$ cat src/rtl/hc138_scan_decoder.sv
// hc138_scan_decoder: registered, parametrised successor of the '138 3-to-8
// decoder. Decodes an external address directly, or steps through channels
// 0..NUM_OUT-1 on its own with a fixed dwell time per channel. The '138-style
// enable group freezes the block: outputs go inactive, scan state holds.
module hc138_scan_decoder #(
  parameter int ADDR_W     = 3,
  parameter int NUM_OUT    = 8,
  parameter int DWELL      = 4,
  parameter int ACTIVE_LOW = 1
) (
  input  logic              clk,
  input  logic              rst_n,
  input  logic              en,
  input  logic              s1,
  input  logic              s2_n,
  input  logic              s3_n,
  input  logic              mode,
  input  logic [ADDR_W-1:0] addr,
  output logic [NUM_OUT-1:0] y_n,
  output logic [ADDR_W-1:0] cur_addr,
  output logic              scan_wrap
);

  localparam int DW = (DWELL > 1) ? $clog2(DWELL) : 1;
  localparam logic [DW-1:0]      DWELL_LAST = DW'(DWELL - 1);
  localparam logic [ADDR_W-1:0]  LAST_CH    = ADDR_W'(NUM_OUT - 1);
  localparam logic [ADDR_W:0]    NUM_CH     = (ADDR_W + 1)'(NUM_OUT);
  localparam logic [NUM_OUT-1:0] INACTIVE   = (ACTIVE_LOW != 0) ? {NUM_OUT{1'b1}}
                                                                : {NUM_OUT{1'b0}};

  // One-hot decode in output polarity; an out-of-range channel selects nothing,
  // which keeps y_n at most one-hot for any address.
  function automatic logic [NUM_OUT-1:0] decode(input logic [ADDR_W-1:0] a);
    logic [NUM_OUT-1:0] v;
    v = {NUM_OUT{1'b0}};
    for (int i = 0; i < NUM_OUT; i++) begin
      if ({1'b0, a} == (ADDR_W + 1)'(i)) begin
        v[i] = 1'b1;
      end else begin
        v[i] = 1'b0;
      end
    end
    return (ACTIVE_LOW != 0) ? ~v : v;
  endfunction

  logic                gate;
  logic                mode_q;
  logic [DW-1:0]       dwell;
  logic [ADDR_W-1:0]   entry_ch;
  logic [ADDR_W-1:0]   cur_next;
  logic [DW-1:0]       dwell_next;
  logic                mode_next;
  logic [NUM_OUT-1:0]  y_next;
  logic                wrap_next;

  assign gate = en & s1 & ~s2_n & ~s3_n;

  // Scan entry channel: the supplied address when in range, otherwise channel 0.
  always_comb begin
    if ({1'b0, addr} < NUM_CH) begin
      entry_ch = addr;
    end else begin
      entry_ch = {ADDR_W{1'b0}};
    end
  end

  // Next-state for channel, dwell count, registered mode and the outputs.
  always_comb begin
    cur_next   = cur_addr;
    dwell_next = dwell;
    mode_next  = mode_q;
    y_next     = INACTIVE;
    wrap_next  = 1'b0;
    if (gate) begin
      mode_next = mode;
      if (!mode) begin
        // Direct decode; an out-of-range address is still tracked in cur_addr.
        cur_next   = addr;
        dwell_next = {DW{1'b0}};
        y_next     = decode(addr);
      end else if (!mode_q) begin
        // First scan cycle: start from the supplied channel.
        cur_next   = entry_ch;
        dwell_next = {DW{1'b0}};
        y_next     = decode(entry_ch);
      end else if (dwell < DWELL_LAST) begin
        // Stay on the channel; re-decode so a resumed scan lights it again.
        dwell_next = dwell + DW'(1);
        y_next     = decode(cur_addr);
      end else begin
        dwell_next = {DW{1'b0}};
        if (cur_addr == LAST_CH) begin
          cur_next  = {ADDR_W{1'b0}};
          wrap_next = 1'b1;
        end else begin
          cur_next  = cur_addr + ADDR_W'(1);
          wrap_next = 1'b0;
        end
        y_next = decode(cur_next);
      end
    end else begin
      // Disabled: outputs inactive, scan state frozen (defaults above).
      mode_next = mode_q;
    end
  end

  // State and output registers with synchronous active-low reset.
  always_ff @(posedge clk) begin
    if (!rst_n) begin
      cur_addr  <= {ADDR_W{1'b0}};
      dwell     <= {DW{1'b0}};
      mode_q    <= 1'b0;
      scan_wrap <= 1'b0;
      y_n       <= INACTIVE;
    end else begin
      cur_addr  <= cur_next;
      dwell     <= dwell_next;
      mode_q    <= mode_next;
      scan_wrap <= wrap_next;
      y_n       <= y_next;
    end
  end

endmodule
$ cat config.mk
export PLATFORM = sky130hd
export DESIGN_NAME = hc138_scan_decoder
export DESIGN_NICKNAME = d
export VERILOG_FILES = /design/src/rtl/hc138_scan_decoder.sv
export SDC_FILE = /design/constraint.sdc
export NUM_CORES = 1
export LEC_CHECK = 0
export CORE_MARGIN = 1.5
export CORE_UTILIZATION = 45
export DETAILED_ROUTE_END_ITERATION = 10
export HOLD_SLACK_MARGIN = 0.05
export PLACE_DENSITY = 0.71
export SYNTH_ARGS = -nofsm -noshare
export SYNTH_HDL_FRONTEND = slang
export SYNTH_SLANG_ARGS = --single-unit
$ cat constraint.sdc
create_clock -name clk -period 1.9 [get_ports clk]
set_input_delay 0.38 -clock clk [delete_from_list [all_inputs] [get_ports clk]]
set_output_delay 0.38 -clock clk [all_outputs]
set_load 0.005 [all_outputs]
==> impl_metrics.py <==
metrics = {
    "sta": {
        "tns_ps": 0,
        "finalHoldViolations": 0,
        "skew_ps": 5.07,
        "whs_ps": 465,
        "setup_viol": 0,
        "rsz0062_at_grt": "false",
        "tightest_slew_ps": 478,
        "timing.final.ws_setup_ps": 207,
        "slew_headroom_pct": 68.1,
        "slew_viol_final": 0,
        "fin_crit_ps": 1690,
        "post-route-period-util_pct": 89.1,
        "fmax_mhz": 591,
    },
    "placed_design": {
        "place_ws_ps": 94.5,
        "place_area_um2": 1120,
        "post-dp-hpwl_um": 1640,
        "numPortBuffers": 21,
        "place_congestion": 0.851,
    },
    "layout": {
        "fin_util_pct": 64.6,
        "diodes": 0,
        "fillers": 155,
        "syn2layout_area_growth_pct": 29.5,
        "drive_gt1_share_pct": 11.3,
        "nets": 141,
        "fin_area_um2": 1150,
    },
    "die": {
        "io_pins": 22,
        "die-width_um": 47.5,
        "start_util_pct": 49.9,
        "die_h_um": 47.5,
        "core_area_um2": 1780,
        "die-area_um2": 2250,
        "core.rowCount": 15,
    },
    "yosys": {
        "synth_area_leaders": "dfxtp_1 34%, ha_1 8.4%, a21oi_1 6.8%, nand2_1 4.2%, and3b_1 3.9%",
        "avgSynthCellArea_um2": 8.90,
        "synth_nets": 116,
        "ys_warn_count": 0,
        "netlist.area_leader.share_pct": 33.8,
        "synth.yosys.seq_area_share_pct": 33.8,
        "ys_types": 33,
        "synth_top_area_cell": "dfxtp_1",
        "syn-cell-area_um2": 890,
        "syn_inst": 100,
        "ys_seq_elements": 15,
    },
    "drt": {
        "post-route-drc-count": 0,
        "post_drt_wl_per_cell_um": 14.9,
        "route.met3.wl_um": 174,
        "dr_total_vias": 916,
        "wl_um": 2220,
        "wl_met1_um": 907,
        "dr.pass1.iters": 4,
        "met2_wirelength_um": 1100,
        "routed_via_density": 6.15,
        "highest-signal-layer": "met4",
        "ant_nets": 0,
        "drtIter0Drc": 24,
    },
    "critical_path": {
        "rr_worst_depth": 4,
        "crit_family": "buffers and inverters",
        "rrSetupSlack_ps": 240,
        "cp_slowest_cell": "clkdlybuf4s50_1",
        "crit_required_ps": 1520,
        "critPathMaxStageDelay_ps": 550,
        "cp-end-kind": "primary output",
        "start_kind": "register",
        "r2r-end": "y_n[7]",
        "timing.rr.start": "dwell[0]",
        "crit_chain": "clkdlybuf4s50_1",
        "crit_buf_inv": 1,
        "critPathArrivalTime_ps": 1310,
        "critical_path.max_fanout": 11,
        "crit_cells": 1,
        "path_class": "reg -> out",
    },
    "global_route": {
        "grt_max_degree": 16,
        "grt_antenna_before_repair": 0,
        "grt_pass1_wl_um": 3820,
        "track_usage_pct": 23.9,
        "grt_overflow_total": 0,
        "grt_pass1_vias": 846,
    },
    "clock_tree": {
        "clock_path_buffers": 2,
        "cts_tree": "yes",
        "htreeDepth": 1,
        "clock_latency_ps": 280,
        "path_clk_slew_ps": 90,
        "cts.sinks": 15,
        "cts_buffers": 3,
        "cts_root_buf": "clkbuf_4",
    },
    "flow_run": {
        "maxCapViolations": 0,
    },
    "min_path": {
        "hold_depth": 2,
        "holdCritStartpoint": "dwell[1]",
        "hold_class": "reg -> reg",
        "holdPathEnd": "dwell[1]",
    },
    "power": {
        "switchingPower_uw": 145,
        "p_leak_nw": 0.422,
        "power_density_nw_per_um2": 505,
        "p_seq_share_pct": 55.4,
        "p_clk_share_pct": 31.8,
        "vdd_ir_drop_max_mv": 0.335,
        "power.internal_uw": 437,
        "p_sw_share_pct": 24.9,
        "power_frac_comb_pct": 12.8,
    },
    "run_status": {
        "status": "finished, final reports clean",
    },
}
## cell usage after synthesis
cell / n
a221o_1: 1
a311oi_1: 2
nand2_2: 1
ha_1: 6
and2_4: 1
and3b_1: 4
a31o_2: 2
inv_1: 5
a21oi_1: 12
and4_1: 1
buf_6: 1
buf_2: 2
nand2_1: 10
xnor2_2: 1
a21o_1: 2
dfxtp_1: 15
nand3_1: 4
o311ai_1: 1
nor2_1: 2
mux2i_1: 2
a32oi_1: 2
a41o_1: 1
nand4bb_1: 1
nor2b_1: 3
o21ai_0: 3
a211o_1: 2
or3_1: 1
buf_4: 1
nor3_1: 1
and4bb_2: 2
nand4_1: 5
a31oi_1: 2
nand3b_1: 1
## through the flow
stage	instances	power [mW]
after detailed placement	145	0.403
final	149	0.581
after floorplan	100	0.360
after global placement	145	0.400
after CTS	149	0.586
after global routing	149	0.612
## worst max-delay path by stage
stage | end | slack (ps) | start
global placement | y_n[7] | 130 | s2_n
finish | cur_addr[2] | 210 | cur_addr[2]
CTS | cur_addr[2] | 40 | cur_addr[2]
detailed placement | y_n[7] | 90 | s2_n
global route | y_n[7] | 130 | dwell[0]
floorplan | y_n[7] | 500 | cur_addr[0]
## sequential cells by signal, summed over array words and instances, names as in the netlist
signal,flops
cur_addr,3
dwell,2
mode_q,1
scan_wrap,1
y_n,8
## power groups by stage
stage | clock network, mW | registers [mW] | logic [mW]
floorplan | 0 | 0.328 | 0.0324
global placement | 0 | 0.329 | 0.0712
detailed placement | 0 | 0.330 | 0.0731
CTS | 0.190 | 0.322 | 0.0735
global route | 0.208 | 0.323 | 0.0805
finish | 0.185 | 0.322 | 0.0743
## kinds of logic after synthesis
| kind of cell | Yosys count | share of synthesized area (%) |
|---|---|---|
| DFF | 15 | 33.8 |
| AOI/OAI and AO/OA | 30 | 22.6 |
| adders and majority gates | 6 | 8.44 |
| muxes | 2 | 2.25 |
| xor gates and xnor gates | 1 | 1.83 |
| and+or+nand+nor | 37 | 25.7 |
| buffers and inverters | 9 | 5.35 |
## timing repair
item | CTS | global route
endpoints found under the hold margin | 0 | 0
hold buffers | 0 | 0
buffers inserted | 0 | 0
endpoints found under the setup margin | 0 | 1
resized for setup | 0 | 1
## per-layer routing
metal | vias up | global-route usage (%)
li1 | 425 | -
met1 | 446 | 31.1
met2 | 39 | 38.9
met3 | 6 | 4.53
met4 | 0 | 9.44
met5 | - | 0
## cells in the final DEF (no fill, tap or decap)
cell,n
a211o_1,2
a21o_1,2
a21oi_1,12
a221o_1,1
a311oi_1,2
a31o_2,2
a31oi_1,2
a32oi_1,2
a41o_1,1
and2_4,1
and3b_1,4
and4_1,1
and4bb_2,2
buf_4,3
clkbuf_1,1
clkbuf_4,3
clkdlybuf4s50_1,21
dfxtp_1,14
dfxtp_2,1
ha_1,6
inv_1,5
mux2i_1,2
nand2_1,10
nand2_2,1
nand3_1,4
nand3b_1,1
nand4_1,5
nand4bb_1,1
nor2_1,2
nor2b_1,3
nor3_1,1
o21ai_0,3
o311ai_1,1
or3_1,1
xnor2_2,1
## layout make-up
| cell class | instances | area, um^2 | share of cell area (%) |
|---|---|---|---|
| well taps | 25 | 31.3 | 2.71 |
| flip-flops and latches | 15 | 302 | 26.2 |
| repair buffers | 24 | 233 | 20.2 |
| multi-input cells | 76 | 542 | 47.0 |
| inverters | 5 | 18.8 | 1.63 |
| clock buffers | 4 | 26.3 | 2.28 |
## tightest hold or removal path, delay by kind of cell, from the launching register on
kind	cells	cell delay, ps
flops	1	330
simple gates	1	50
compound gates	1	50
No activity file was read; power rests on OpenSTA's default activity.
